--- src/rtl/elevator_pkg.sv ---
// rtl/elevator_pkg.sv - shared floor-width constants and the lowest-set-bit encoder
package elevator_pkg;
    localparam int FLOOR_W    = 4;
    localparam int MAX_FLOORS = 16;

    // Index of the lowest set bit; 0 when no bit is set.
    function automatic logic [FLOOR_W-1:0] lowest_set(input logic [MAX_FLOORS-1:0] bits);
        lowest_set = '0;
        for (int i = MAX_FLOORS - 1; i >= 0; i--) begin
            if (bits[i]) lowest_set = FLOOR_W'(i);
        end
    endfunction
endpackage

--- src/rtl/floor_fifo.sv ---
// rtl/floor_fifo.sv - synchronous show-ahead FIFO of floor numbers
module floor_fifo
    import elevator_pkg::*;
#(
    parameter int DEPTH = 16,
    parameter int W     = FLOOR_W
) (
    input  logic         clk,
    input  logic         rst_n,
    input  logic         push,
    input  logic [W-1:0] din,
    input  logic         pop,
    output logic [W-1:0] dout,
    output logic         empty,
    output logic         full,
    output logic [4:0]   count
);
    localparam int PTR_W = (DEPTH > 1) ? $clog2(DEPTH) : 1;

    logic [W-1:0]     mem_q [DEPTH];
    logic [PTR_W-1:0] wptr_q, wptr_d;
    logic [PTR_W-1:0] rptr_q, rptr_d;
    logic [4:0]       count_q, count_d;
    logic             do_push, do_pop;

    function automatic logic [PTR_W-1:0] next_ptr(input logic [PTR_W-1:0] p);
        next_ptr = (p == PTR_W'(DEPTH - 1)) ? '0 : p + PTR_W'(1);
    endfunction

    assign empty   = (count_q == 5'd0);
    assign full    = (count_q == 5'(DEPTH));
    assign do_push = push & ~full;
    assign do_pop  = pop & ~empty;
    assign count   = count_q;
    // Masked while empty so the head reads 0 rather than stale memory.
    assign dout    = empty ? '0 : mem_q[rptr_q];

    always_comb begin
        wptr_d  = wptr_q;
        rptr_d  = rptr_q;
        count_d = count_q;
        if (do_push) wptr_d = next_ptr(wptr_q);
        if (do_pop)  rptr_d = next_ptr(rptr_q);
        if (do_push && !do_pop)      count_d = count_q + 5'd1;
        else if (!do_push && do_pop) count_d = count_q - 5'd1;
    end

    always_ff @(posedge clk) begin
        if (!rst_n) begin
            wptr_q  <= '0;
            rptr_q  <= '0;
            count_q <= '0;
        end else begin
            wptr_q  <= wptr_d;
            rptr_q  <= rptr_d;
            count_q <= count_d;
        end
    end

    always_ff @(posedge clk) begin
        if (rst_n && do_push) mem_q[wptr_q] <= din;
    end
endmodule

--- src/rtl/call_request_queue.sv ---
// rtl/call_request_queue.sv - call-button edge detect, dedup bitmaps and floor queue
module call_request_queue
    import elevator_pkg::*;
#(
    parameter int NFLOORS = 16,
    parameter int DEPTH   = 16
) (
    input  logic               clk,
    input  logic               rst_n,
    input  logic [NFLOORS-1:0] call_btn,
    output logic [3:0]         obj,
    output logic               obj_valid,
    input  logic               obj_ready,
    output logic [NFLOORS-1:0] lamp,
    output logic [4:0]         count
);
    logic [NFLOORS-1:0] btn_prev_q;
    logic [NFLOORS-1:0] latched_q, latched_d;
    logic [NFLOORS-1:0] queued_q, queued_d;
    logic [NFLOORS-1:0] press, pop_mask, enq_mask;
    logic [FLOOR_W-1:0] enq_idx;
    logic               fifo_empty, fifo_full, push, pop;

    assign press     = call_btn & ~btn_prev_q;
    assign obj_valid = ~fifo_empty;
    assign pop       = obj_valid & obj_ready;
    assign pop_mask  = pop ? (NFLOORS'(1) << obj) : '0;
    assign enq_idx   = lowest_set(MAX_FLOORS'(latched_q));
    assign push      = (latched_q != '0) & ~fifo_full;
    assign enq_mask  = push ? (NFLOORS'(1) << enq_idx) : '0;
    assign lamp      = latched_q | queued_q;

    // A floor leaving the head this cycle may be requested again immediately.
    always_comb begin
        latched_d = (latched_q & ~enq_mask) | (press & ~latched_q & (~queued_q | pop_mask));
        queued_d  = (queued_q & ~pop_mask) | enq_mask;
    end

    always_ff @(posedge clk) begin
        // Sampled through reset so a button held across it needs a fresh press.
        btn_prev_q <= call_btn;
        if (!rst_n) begin
            latched_q <= '0;
            queued_q  <= '0;
        end else begin
            latched_q <= latched_d;
            queued_q  <= queued_d;
        end
    end

    floor_fifo #(
        .DEPTH (DEPTH),
        .W     (FLOOR_W)
    ) u_fifo (
        .clk   (clk),
        .rst_n (rst_n),
        .push  (push),
        .din   (enq_idx),
        .pop   (pop),
        .dout  (obj),
        .empty (fifo_empty),
        .full  (fifo_full),
        .count (count)
    );
endmodule

--- config.mk ---
export PLATFORM = sky130hd
export DESIGN_NAME = call_request_queue
export DESIGN_NICKNAME = d
export VERILOG_FILES = /design/src/rtl/elevator_pkg.sv /design/src/rtl/floor_fifo.sv /design/src/rtl/call_request_queue.sv
export SDC_FILE = /design/constraint.sdc
export NUM_CORES = 1
export LEC_CHECK = 0
export CORE_UTILIZATION = 55
export CTS_CLUSTER_DIAMETER = 50
export DETAILED_ROUTE_END_ITERATION = 10
export GPL_TIMING_DRIVEN = 0
export HOLD_SLACK_MARGIN = 0.15
export PLACE_DENSITY = 0.83
export SLEW_MARGIN = 0
export SYNTH_ARGS = -nofsm -noshare
export SYNTH_HDL_FRONTEND = slang
export SYNTH_SLANG_ARGS = --single-unit
export TNS_END_PERCENT = 10
--- constraint.sdc ---
create_clock -name clk -period 3.8 [get_ports clk]
set_input_delay 0.38 -clock clk [delete_from_list [all_inputs] [get_ports clk]]
set_output_delay 0.38 -clock clk [all_outputs]
set_load 0.1 [all_outputs]
Word-level counts from Yosys, hierarchy flattened --
Memories as Yosys holds them, arrays and structs flattened. A register that Yosys moved wholly into a read port is not among the register bits. Index checks and enable logic that the tools add are counted.
Word-level totals: RAM bits 64, output and inout port bits 26, bits in registers 61, bits of input ports 19, memories 1
Operators by class: reduce and logical (&&, ||, !) cells 8, equal/unequal tests 3, shifts and indexed selects 2, muxes and demuxes 27, $add $sub $neg 4, bitwise logic cells 20
Memories:
- u_fifo.mem_q | depth 16, width 4, read ports 1, clocked after Yosys merged registers in 1, wr ports 1, line floor_fifo.sv:20 | logic [W-1:0] mem_q [DEPTH];
Operators by type and width (count):
- $mux 4 | 21
- $and 16x16->16 | 5
- $not 16->16 | 5
- $or 16x16->16 | 4
- $mux 16 | 2
- $shl 1x4->16 const A | 2
- $reduce_bool 16->1 | 1
- $mux 5 | 2
- $add 4x1->4 const B | 2
- $eq 4x4->1 const B | 2
- $add 5x1->5 const B | 1
- $eq 5x5->1 const B | 1
- $logic_not 5->1 | 1
- $sub 5x1->5 const B | 1
- $and 1x1->1 | 4
- $logic_and 1x1->1 | 3
- $logic_not 1->1 | 2
- $mux 1 | 2
- $not 1->1 | 2
- $reduce_bool 2->1 | 1

Depth between registers and ports, before layout --
Gate-level depths: netlist of run 1.
depth in word-level cells 21, depth in mapped cells 14, gate-level depth less buffers 14

Cells and area by module --
From an unflattened synthesis of run 1, not the netlist that was laid out.
Unflattened totals: cell total of the unflattened synthesis 448, area, all modules 5491.5 um2
By module, submodules not included:
- floor_fifo | instances 1, cells an instance 222, area an instance 3465.8 um2
- call_request_queue | instances 1, cells an instance 226, area an instance 2025.7 um2

Least setup slack after synthesis of run 1 --
No wires, ideal clock.
path kind reg-to-reg, start reg u_fifo.count_q[0] (netlist: u_fifo.count[0]), end reg queued_q[15], arrival 3741 ps, library setup time 131 ps, cell stages (with the launch flop) 7, buffers on the path 0, setup slack -72 ps, data required time 3669 ps, period minus slack after synthesis 3872 ps, cell sequence dfxtp_1 or4_4 o21ai_0 o22ai_1 o211ai_1 o21ai_0 o22ai_1
Between the ends: word-level cells in the longest chain between the ends 7, elaborated cells between the ends (all ways) 13, those cells by class 1 x eq/ne; 1 x shift; 3 x mux; 7 x bitwise; 1 x reduce/logical
Ends and longest elaborated chain:
- start: declaration | line floor_fifo.sv:23 | logic [4:0] count_q, count_d;
- start signal: assignment | line floor_fifo.sv:56 | count_q <= count_d;
- $logic_not 5->1 | line floor_fifo.sv:30 | assign empty = (count_q == 5'd0);
- $mux 4 | line floor_fifo.sv:36 | assign dout = empty ? '0 : mem_q[rptr_q];
- named net obj[1] | line call_request_queue.sv:11 | output logic [3:0] obj,
- $shl 1x4->16 | line call_request_queue.sv:27 | assign pop_mask = pop ? (NFLOORS'(1) << obj) : '0;
- $mux 16 | line call_request_queue.sv:27
- $not 16->16 | line call_request_queue.sv:36 | queued_d = (queued_q & ~pop_mask) | enq_mask;
- $and 16x16->16 | line call_request_queue.sv:36
- $or 16x16->16 | line call_request_queue.sv:36
- end signal: assignment | line call_request_queue.sv:47 | queued_q <= queued_d;
- end: declaration | line call_request_queue.sv:19 | logic [NFLOORS-1:0] queued_q, queued_d;
The timed path passes the listed nets, and every way through them passes these cells. A chain may end at the register's enable or synchronous reset.

==> results of run 1 <==
==> metal layers <==
metal  global-route usage [%]  vias to the layer above  share of wire, %
li1                         -                     1955                 -
met1                     31.6                     2037                38
met2                     47.7                      213                52
met3                     5.83                       38               6.8
met4                     15.1                        0               2.9
met5                        0                        -                 0
==> final cells by class <==
| class | instances | area [um2] | area share [%] |
|---|---|---|---|
| Inverter | 15 | 61.3 | 0.898 |
| Clock buffer | 19 | 422 | 6.18 |
| Tap cell | 133 | 166 | 2.44 |
| Timing Repair Buffer | 43 | 429 | 6.29 |
| Clock inverter | 13 | 183 | 2.68 |
| Buffer | 19 | 88.8 | 1.30 |
| Sequential cell | 129 | 3220 | 47.2 |
| Multi-Input combinational cell | 325 | 2250 | 33.0 |
==> critical path, cell delays in order, from the launching register on <==
cell	delay (ns)
sky130_fd_sc_hd__dfxtp_1	0.30
sky130_fd_sc_hd__buf_2	0.24
sky130_fd_sc_hd__buf_2	0.36
sky130_fd_sc_hd__mux2_2	0.22
sky130_fd_sc_hd__a2bb2oi_1	0.22
sky130_fd_sc_hd__and2_1	0.23
sky130_fd_sc_hd__a21oi_1	0.10
sky130_fd_sc_hd__nor2_1	0.14
sky130_fd_sc_hd__dlygate4sd2_1	0.88
==> what timing repair did <==
action | in CTS | in global routing
buffers inserted | 0 | 0
resized for setup | 3 | 1
setup endpoints to repair | 3 | 1
==> path summary, 6_finish.rpt <==
check,endpoint,from,slack (ns)
worst max-delay path,obj[3],flip-flop,0.20
worst min-delay path,btn_prev_q[9],call_btn[9],0.33
worst max register to register,u_fifo.count[4],latched_q[12],0.27
worst min register to register,queued_q[8],queued_q[8],0.48
==> cells by family (layout without fill, tap and decap cells) <==
kind of cell	Yosys count	after routing	share of synthesized area, %
and+or+nand+nor	168	168	14.7
AOI/OAI and AO/OA	107	107	13.4
adders and majority gates	10	10	2.36
buffers and inverters	34	109	2.67
DFF	129	129	57.3
xor gates and xnor gates	6	6	0.935
muxes	34	34	8.61
==> synthesized netlist by cell type (3+ instances only) <==
master	number
sky130_fd_sc_hd__nand3_1	9
sky130_fd_sc_hd__inv_1	11
sky130_fd_sc_hd__a21o_1	4
sky130_fd_sc_hd__nand2_1	37
sky130_fd_sc_hd__or2_2	16
sky130_fd_sc_hd__or4_1	3
sky130_fd_sc_hd__o21ai_0	18
sky130_fd_sc_hd__nor2_1	52
sky130_fd_sc_hd__o2bb2ai_1	4
sky130_fd_sc_hd__mux2i_1	20
sky130_fd_sc_hd__xor2_1	4
sky130_fd_sc_hd__nor4_1	5
sky130_fd_sc_hd__a21oi_1	29
sky130_fd_sc_hd__o311ai_0	4
sky130_fd_sc_hd__o211ai_1	5
sky130_fd_sc_hd__nor3_1	19
sky130_fd_sc_hd__dfxtp_1	65
sky130_fd_sc_hd__o21a_1	5
sky130_fd_sc_hd__or3_1	6
sky130_fd_sc_hd__edfxtp_1	64
sky130_fd_sc_hd__o22ai_1	3
sky130_fd_sc_hd__mux4_2	11
sky130_fd_sc_hd__o21ai_2	3
sky130_fd_sc_hd__ha_1	9
sky130_fd_sc_hd__clkbuf_1	13
sky130_fd_sc_hd__nand2b_1	4
sky130_fd_sc_hd__a32o_1	8
sky130_fd_sc_hd__and2_1	4
==> report_power, final <==
| group | leakage, nW | switching [mW] | total (mW) | internal (mW) |
|---|---|---|---|---|
| Clock | 0.298 | 0.585 | 1.65 | 1.07 |
| Combinational | 1.04 | 1.57 | 2.18 | 0.610 |
| Sequential | 1.12 | 0.118 | 1.81 | 1.69 |
| Total | 2.46 | 2.27 | 5.64 | 3.37 |
==> cells in the final DEF (no fill, tap or decap), types with 8 or more instances in the layout <==
| master | count |
|---|---|
| sky130_fd_sc_hd__a21oi_1 | 29 |
| sky130_fd_sc_hd__a32o_1 | 8 |
| sky130_fd_sc_hd__clkbuf_1 | 15 |
| sky130_fd_sc_hd__clkbuf_16 | 16 |
| sky130_fd_sc_hd__clkdlybuf4s50_1 | 39 |
| sky130_fd_sc_hd__dfxtp_1 | 65 |
| sky130_fd_sc_hd__edfxtp_1 | 64 |
| sky130_fd_sc_hd__ha_1 | 9 |
| sky130_fd_sc_hd__inv_1 | 11 |
| sky130_fd_sc_hd__mux2i_1 | 20 |
| sky130_fd_sc_hd__mux4_2 | 11 |
| sky130_fd_sc_hd__nand2_1 | 37 |
| sky130_fd_sc_hd__nand3_1 | 9 |
| sky130_fd_sc_hd__nor2_1 | 52 |
| sky130_fd_sc_hd__nor3_1 | 19 |
| sky130_fd_sc_hd__o21ai_0 | 18 |
| sky130_fd_sc_hd__or2_2 | 16 |
==> registers in the layout (all words and copies together) (netlist names), named ones only <==
name / cells
u_fifo.mem_q: 64
btn_prev_q: 16
latched_q: 16
queued_q: 16
u_fifo.count: 5
u_fifo.rptr_q: 4
u_fifo.wptr_q: 4
==> metrics by stage <==
step / hold WS [ns] / area (um2)
6_report: 0.332 / 6830
5_1_grt: 0.324 / 6830
4_1_cts: 0.322 / 6830
3_5_place_dp: 0.468 / 6220
3_3_place_gp: 0.452 / 6220
2_1_floorplan: 0.408 / 5630
==> key figures, run 1 <==
Run status
  • Result of the run: complete, no violations

Timing
  • RSZ-0062 raised after global routing: false
  • Max Slew Vio Count: 0
  • Max-Slew Margin vs Limit: ~23%
  • Final critical-path setup slack: 0.204 ns
  • Share of the clock period used by the worst path: 94.6%
  • Slew @ Worst Pin: approximately 1.2 ns
  • Final critical delay including setup and external delays: 3.60 ns
  • Hold Violations, Final: 0
  • Final worst clock skew: between 0.01 and 0.015 ns
  • Accumulated negative setup slack: 0 ns
  • Number of setup violations in the final report: 0
  • Highest clock frequency the design can meet: approximately 280 MHz

Finish
  • Share of the core filled with cells in the final layout: 69.5%
  • Number of standard cells in the final layout excluding fillers: between 600 and 700
  • Fraction of layout instances using a drive strength above 1: ~14%
  • Number of diodes added for antenna fixing: 0
  • Fill cell instance count of the final layout: between 700 and 800
  • Net count reported at finish: 579
  • Area growth from synthesis to layout: 21.5%

Die
  • Number of placement rows: 36
  • Die footprint: around 11000 um2
  • Y dimension of the die: between 100 and 150 um
  • Floorplan die width: around 100 um
  • Initial Util: 57.3%
  • Number of primary I/O pins: 45
  • Area of the core: approximately 9800 um2

Setup path
  • Crit start category: flip-flop
  • Largest fanout on the critical path: 10
  • Cell count of the worst reg-to-reg path: 11
  • Crit Path Class: reg -> out
  • Required time of the critical path: about 3.4 ns
  • Worst path arrival time: 3.22 ns
  • Critical path capture point type: primary output

Place
  • HPWL Detailed: between 9000 and 10000 um
  • Number of buffers added on ports: between 40 and 50
  • Final weighted congestion in routability-driven placement: ~0.93
  • Number of cells in the design after placement: 664
  • Post-Place Setup Slack: 0.367 ns

Clocking
  • Clock buffer count from CTS: 17
  • Later-pin clock latency in the skew report: roughly 0.53 ns
  • Root Buffer: sky130_fd_sc_hd__clkbuf_8
  • Clock slew seen by the registers of the worst setup and hold paths: around 0.060 ns
  • Post-CTS Hold Buffers: 0
  • Buffer levels on the longest clock path: 2
  • Clock tree from TritonCTS: yes
  • CTS sink cnt: approximately 130
  • Deepest level of the CTS H-tree: 4

Global route
  • Number of antenna violations at the first check in global routing: 0
  • Maximum number of pins on one net before global-route repair: 23
  • Vias in the first global route: between 4000 and 5000
  • Gr ovfl total: 0
  • Wire length of the first global-routing pass: between 20000 and 25000 um
  • Global Route Usage Sum: between 20% and 30%

Drt
  • Total detailed-routing wirelength: between 10000 and 15000 um
  • Post-detailed-route wirelength per cell: around 20 um
  • Total via count in the routed design: 4243
  • Routed via count divided by cell count: 6.10
  • First drt pass iteration count: 6
  • Number of nets with antenna violations after routing: 0
  • Number of DRC markers after the initial detailed-route iteration: roughly 320
  • Count of unresolved DRC violations after routing: 0

Logic synthesis
  • Sequential fraction of the synthesis area: a little under three fifths
  • Synth unique cells: 66
  • Register bit total from synthesis: about 130
  • Cell type with the highest aggregate area in the netlist: sky130_fd_sc_hd__edfxtp_1
  • Mean Syn Cell Area: around 12 um2
  • Nets in the synthesized netlist: between 500 and 600
  • Cell count after synthesis: 488
  • Number of enable flip-flop cells after synthesis: 64
  • Top-area cell type share of the netlist area: about a third
  • Ys Warns: 0
  • Predominant post-synthesis flop cell: sky130_fd_sc_hd__dfxtp_1
  • Async set-or-reset flop fraction in the synthesized netlist: 0%
  • Post-Synthesis Cell Area: around 5600 um2
  • Area contributors post-synth: sky130_fd_sc_hd__edfxtp_1 34%, sky130_fd_sc_hd__dfxtp_1 23%, sky130_fd_sc_hd__mux4_2 4.4%

Pwr
  • Total power divided by cell area: 826 nW/um2
  • IR drop worst, VDD: 472 uV
  • Leakage: 2.46 nW
  • Sum of internal, switching and leakage power: 5.64 mW

Worst hold path
  • Number of cells on the worst hold path: 1
  • Worst hold path type: in -> reg

Flow run
  • Count of maximum capacitance violations: 0
No activity file was read; power rests on OpenSTA's default activity.
==> inputs of run 2 (changes only) <==
Settings changed: SYNTH_HIERARCHICAL from default to 1.
==> key figures, run 2 <==
Run status
  • Result of the run: complete, no violations

Global route
  • Gr ovfl total: 0 (unchanged)
  • Number of antenna violations at the first check in global routing: 0 (unchanged)
  • M3 GR Usage: 7.05% (+1.2 points)
  • Met2 track utilization from global routing: 41.7% (-6.1 points)
  • Vias in the first global route: 3816 (-7.5%)
  • Wire length of the first global-routing pass: 19500 um (-6.8%)
  • Busiest metal layer after global routing: met2
  • Global Route Usage Sum: 25.8% (-1.6 points)
  • Maximum number of pins on one net before global-route repair: 23 (unchanged)
  • Fraction of met1 tracks used by global routing: 33.0% (+1.4 points)

Drt
  • Total detailed-routing wirelength: 12600 um (-7.9%)
  • Number of nets with antenna violations after routing: 0 (unchanged)
  • Routed via count divided by cell count: 6.09 (-0.16%)
  • First drt pass iteration count: 4 (-2)
  • Count of unresolved DRC violations after routing: 0 (unchanged)
  • Post-detailed-route wirelength per cell: 19.2 um (-2.6%)
  • Total via count in the routed design: 4005 (-5.6%)
  • Number of DRC markers after the initial detailed-route iteration: 363 (+14%)

Clocking
  • Deepest level of the CTS H-tree: 4 (unchanged)
  • CTS sink cnt: 129 (unchanged)
  • Clock tree from TritonCTS: yes
  • Buffer levels on the longest clock path: 2 (unchanged)
  • Clock buffer count from CTS: 17 (unchanged)
  • Root Buffer: sky130_fd_sc_hd__clkbuf_8
  • Post-cts gate resize count: 0 (-3)
  • Post-CTS setup repair buffer count: 0 (unchanged)
  • Post-CTS Hold Buffers: 0 (unchanged)
  • Clock slew seen by the registers of the worst setup and hold paths: 0.06 ns (about the same)
  • Later-pin clock latency in the skew report: 0.52 ns (about the same)

Setup path
  • Crit Path Class: reg -> out
  • Cells traversed along the worst timing path: buf_4 > buf_4 > mux4_2 > mux2i_1 > a211oi_4 > clkdlybuf4s50_1
  • Reg-to-reg critical path endpoint: u_fifo/count[4]
  • Worst reg2reg startpoint: u_fifo/count[0]
  • Cell count of the worst reg-to-reg path: 11 (unchanged)
  • Register-to-Register Setup Slack: 0.42 ns (+0.15 ns)
  • Largest fanout on the critical path: 10 (unchanged)
  • Biggest cell delay along the critical path: 1.21 ns (+0.33 ns)
  • Critical path capture point type: primary output
  • Crit start category: flip-flop
  • Required time of the critical path: 3.42 ns (about the same)
  • Crit path max-delay cell type: sky130_fd_sc_hd__clkdlybuf4s50_1
  • Worst path arrival time: 3.32 ns (+0.10 ns)
  • CP Capture Point: obj[1]
  • Top cell by count, worst path: sky130_fd_sc_hd__buf_4

Finish
  • Max FFs per register: 64 (unchanged)
  • Fraction of layout instances using a drive strength above 1: 18.1% (+4.4 points)
  • Leading cell type in the layout, fill and taps excluded: sky130_fd_sc_hd__dfxtp_1
  • Top library cells by usage in the layout, fill and taps aside: 65 x sky130_fd_sc_hd__dfxtp_1, 64 x sky130_fd_sc_hd__edfxtp_1, 44 x sky130_fd_sc_hd__clkdlybuf4s50_1, 34 x sky130_fd_sc_hd__nor2_1, 27 x sky130_fd_sc_hd__nand2_1
  • Most flop-heavy register: u_fifo/mem_q
  • Share of the core filled with cells in the final layout: 69.2% (-0.35 points)
  • Net count reported at finish: 542 (-6.4%)
  • Area growth from synthesis to layout: 22.6%
  • Number of diodes added for antenna fixing: 0 (unchanged)

Die
  • Number of placement rows: 36 (unchanged)
  • Floorplan die width: 102 um (-1.1%)
  • Die footprint: 10400 um2 (-2.3%)
  • Number of primary I/O pins: 45 (unchanged)
  • Y dimension of the die: 102 um (-1.1%)
  • Initial Util: 56.4% (-0.81 points)
  • Area of the core: 9730 um2 (-0.92%)

Timing
  • RSZ-0062 raised after global routing: false
  • Highest clock frequency the design can meet: 270 MHz (-2.9%)
  • Max-Slew Margin vs Limit: 31.9% (+9.0 points)
  • Final worst clock skew: 0.00848 ns (-0.00192 ns)
  • Worst hold-check slack: 0.334 ns (+0.00161 ns)
  • Number of setup violations in the final report: 0 (unchanged)
  • Hold Violations, Final: 0 (unchanged)
  • Max Slew Vio Count: 0 (unchanged)
  • Final critical delay including setup and external delays: 3.70 ns (+0.107 ns)
  • Share of the clock period used by the worst path: 97.4% (+2.8 points)
  • Slew @ Worst Pin: 1.02 ns (-0.139 ns)

Logic synthesis
  • Ys Warns: 6 (+6)
  • Top-area cell type share of the netlist area: 35.0% (+0.81 points)
  • Area contributors post-synth: sky130_fd_sc_hd__edfxtp_1 35%, sky130_fd_sc_hd__dfxtp_1 24%, sky130_fd_sc_hd__mux4_2 6.6%
  • Mean Syn Cell Area: 12.3 um2 (+6.4%)
  • Cell count after synthesis: 448 (-8.2%)
  • Nets in the synthesized netlist: 478 (-7.5%)
  • Synth unique cells: 59 (-11%)
  • Predominant post-synthesis flop cell: sky130_fd_sc_hd__dfxtp_1
  • Number of enable flip-flop cells after synthesis: 64 (unchanged)
  • Async set-or-reset flop fraction in the synthesized netlist: 0% (unchanged)
  • Post-Synthesis Cell Area: 5490 um2 (-2.3%)
  • Cell type with the highest aggregate area in the netlist: sky130_fd_sc_hd__edfxtp_1
  • Sequential fraction of the synthesis area: 58.7% (+1.4 points)
  • Most common cell in the netlist: sky130_fd_sc_hd__dfxtp_1
  • Commonest cells in the synthesized netlist: 65 x sky130_fd_sc_hd__dfxtp_1, 64 x sky130_fd_sc_hd__edfxtp_1, 35 x sky130_fd_sc_hd__nor2_1, 27 x sky130_fd_sc_hd__nand2_1, 19 x sky130_fd_sc_hd__o21ai_0
  • Register bit total from synthesis: 129 (unchanged)

Flow run
  • Count of maximum capacitance violations: 0 (unchanged)

Place
  • HPWL Detailed: 8820 um (-8.5%)
  • Final weighted congestion in routability-driven placement: 0.896 (-3.3%)
  • Number of buffers added on ports: 44 (+2.3%)

Pwr
  • Leakage: 2.41 nW (-1.9%)
  • Total power divided by cell area: 813 nW/um2 (-1.6%)
  • IR drop worst, VDD: 688 uV (+46%)

Worst hold path
  • Worst hold path type: in -> reg
==> run 2: cell types whose count changed in the layout (fill, tap and decap cells not counted), sizes merged, moves of 6 or more <==
cell | before | now
nor2 | 53 | 35
a21oi | 29 | 13
mux2i | 21 | 9
a211oi | 0 | 10
nand2 | 37 | 27
nor3 | 19 | 10
a32o | 8 | 0
nor2b | 2 | 9
clkinv | 8 | 2
nand2b | 4 | 10
o221a | 0 | 6
==> run 2: worst max-delay path, delay by kind of cell, from the launching register on <==
family	cells	cell delay, ns
DFF	1	0.31
buffers and inverters	3	1.58
muxes	2	0.51
AOI/OAI and AO/OA	1	0.41
==> run 2: worst min path at each step <==
stage | slack [ns] | cells after the start | start | endpoint
floorplan | 0.41 | 0 | call_btn[0] | btn_prev_q[0]
global placement | 0.49 | 2 | queued_q[0] | queued_q[0]
detailed placement | 0.50 | 2 | queued_q[12] | queued_q[12]
CTS | 0.31 | 1 | call_btn[10] | btn_prev_q[10]
global route | 0.31 | 1 | call_btn[11] | btn_prev_q[11]
finish | 0.33 | 1 | call_btn[11] | btn_prev_q[11]
==> run 2: metal layers <==
| metal | vias to the layer above | wire (um) |
|---|---|---|
| li1 | 1816 | - |
| met1 | 1975 | 5250 |
| met2 | 193 | 6260 |
| met3 | 21 | 879 |
| met4 | 0 | 227 |
| met5 | - | 0 |
==> run 2: final cells by class <==
cell class | instances | area (um2)
clock inverter | 12 | 120
sequential | 129 | 3220
tap | 133 | 166
timing repair buffer | 45 | 448
inverter | 16 | 60.1
multi-input combinational | 282 | 2140
clock buffer | 20 | 468
fill | 685 | 3000
buffer | 21 | 109
==> run 2: logic make-up after synthesis <==
kind of cell               after synthesis  share of synthesized area (%)
and+or+nand+nor                        150                           14.7
DFF                                    129                           58.7
AOI/OAI and AO/OA                       92                           12.1
buffers and inverters                   37                           3.08
muxes                                   25                           8.20
adders and majority gates               11                           2.64
xor gates and xnor gates                 4                          0.638
==> run 2: where the power goes <==
part           internal [mW]  switching [mW]  total [mW]  leakage, nW
clock                  0.956           0.610        1.57        0.272
combinational          0.656            1.49        2.15         1.02
sequential              1.66          0.0956        1.76         1.12
total                   3.27            2.20        5.47         2.41
==> run 2: per-stage QoR <==
| stage | cell area, um2 | setup TNS (ns) | std cells | worst slack (ns) | total power [mW] |
|---|---|---|---|---|---|
| 2_1_floorplan | 5530 | -0.0185 | 448 | -0.00748 | 3.38 |
| 3_3_place_gp | 6130 | 0 | 625 | 0.220 | 3.83 |
| 3_5_place_dp | 6140 | 0 | 626 | 0.158 | 3.91 |
| 4_1_cts | 6730 | 0 | 658 | 0.0325 | 5.48 |
| 5_1_grt | 6730 | 0 | 658 | 0.00986 | 5.69 |
| 6_report | 6730 | 0 | 658 | 0.0974 | 5.47 |
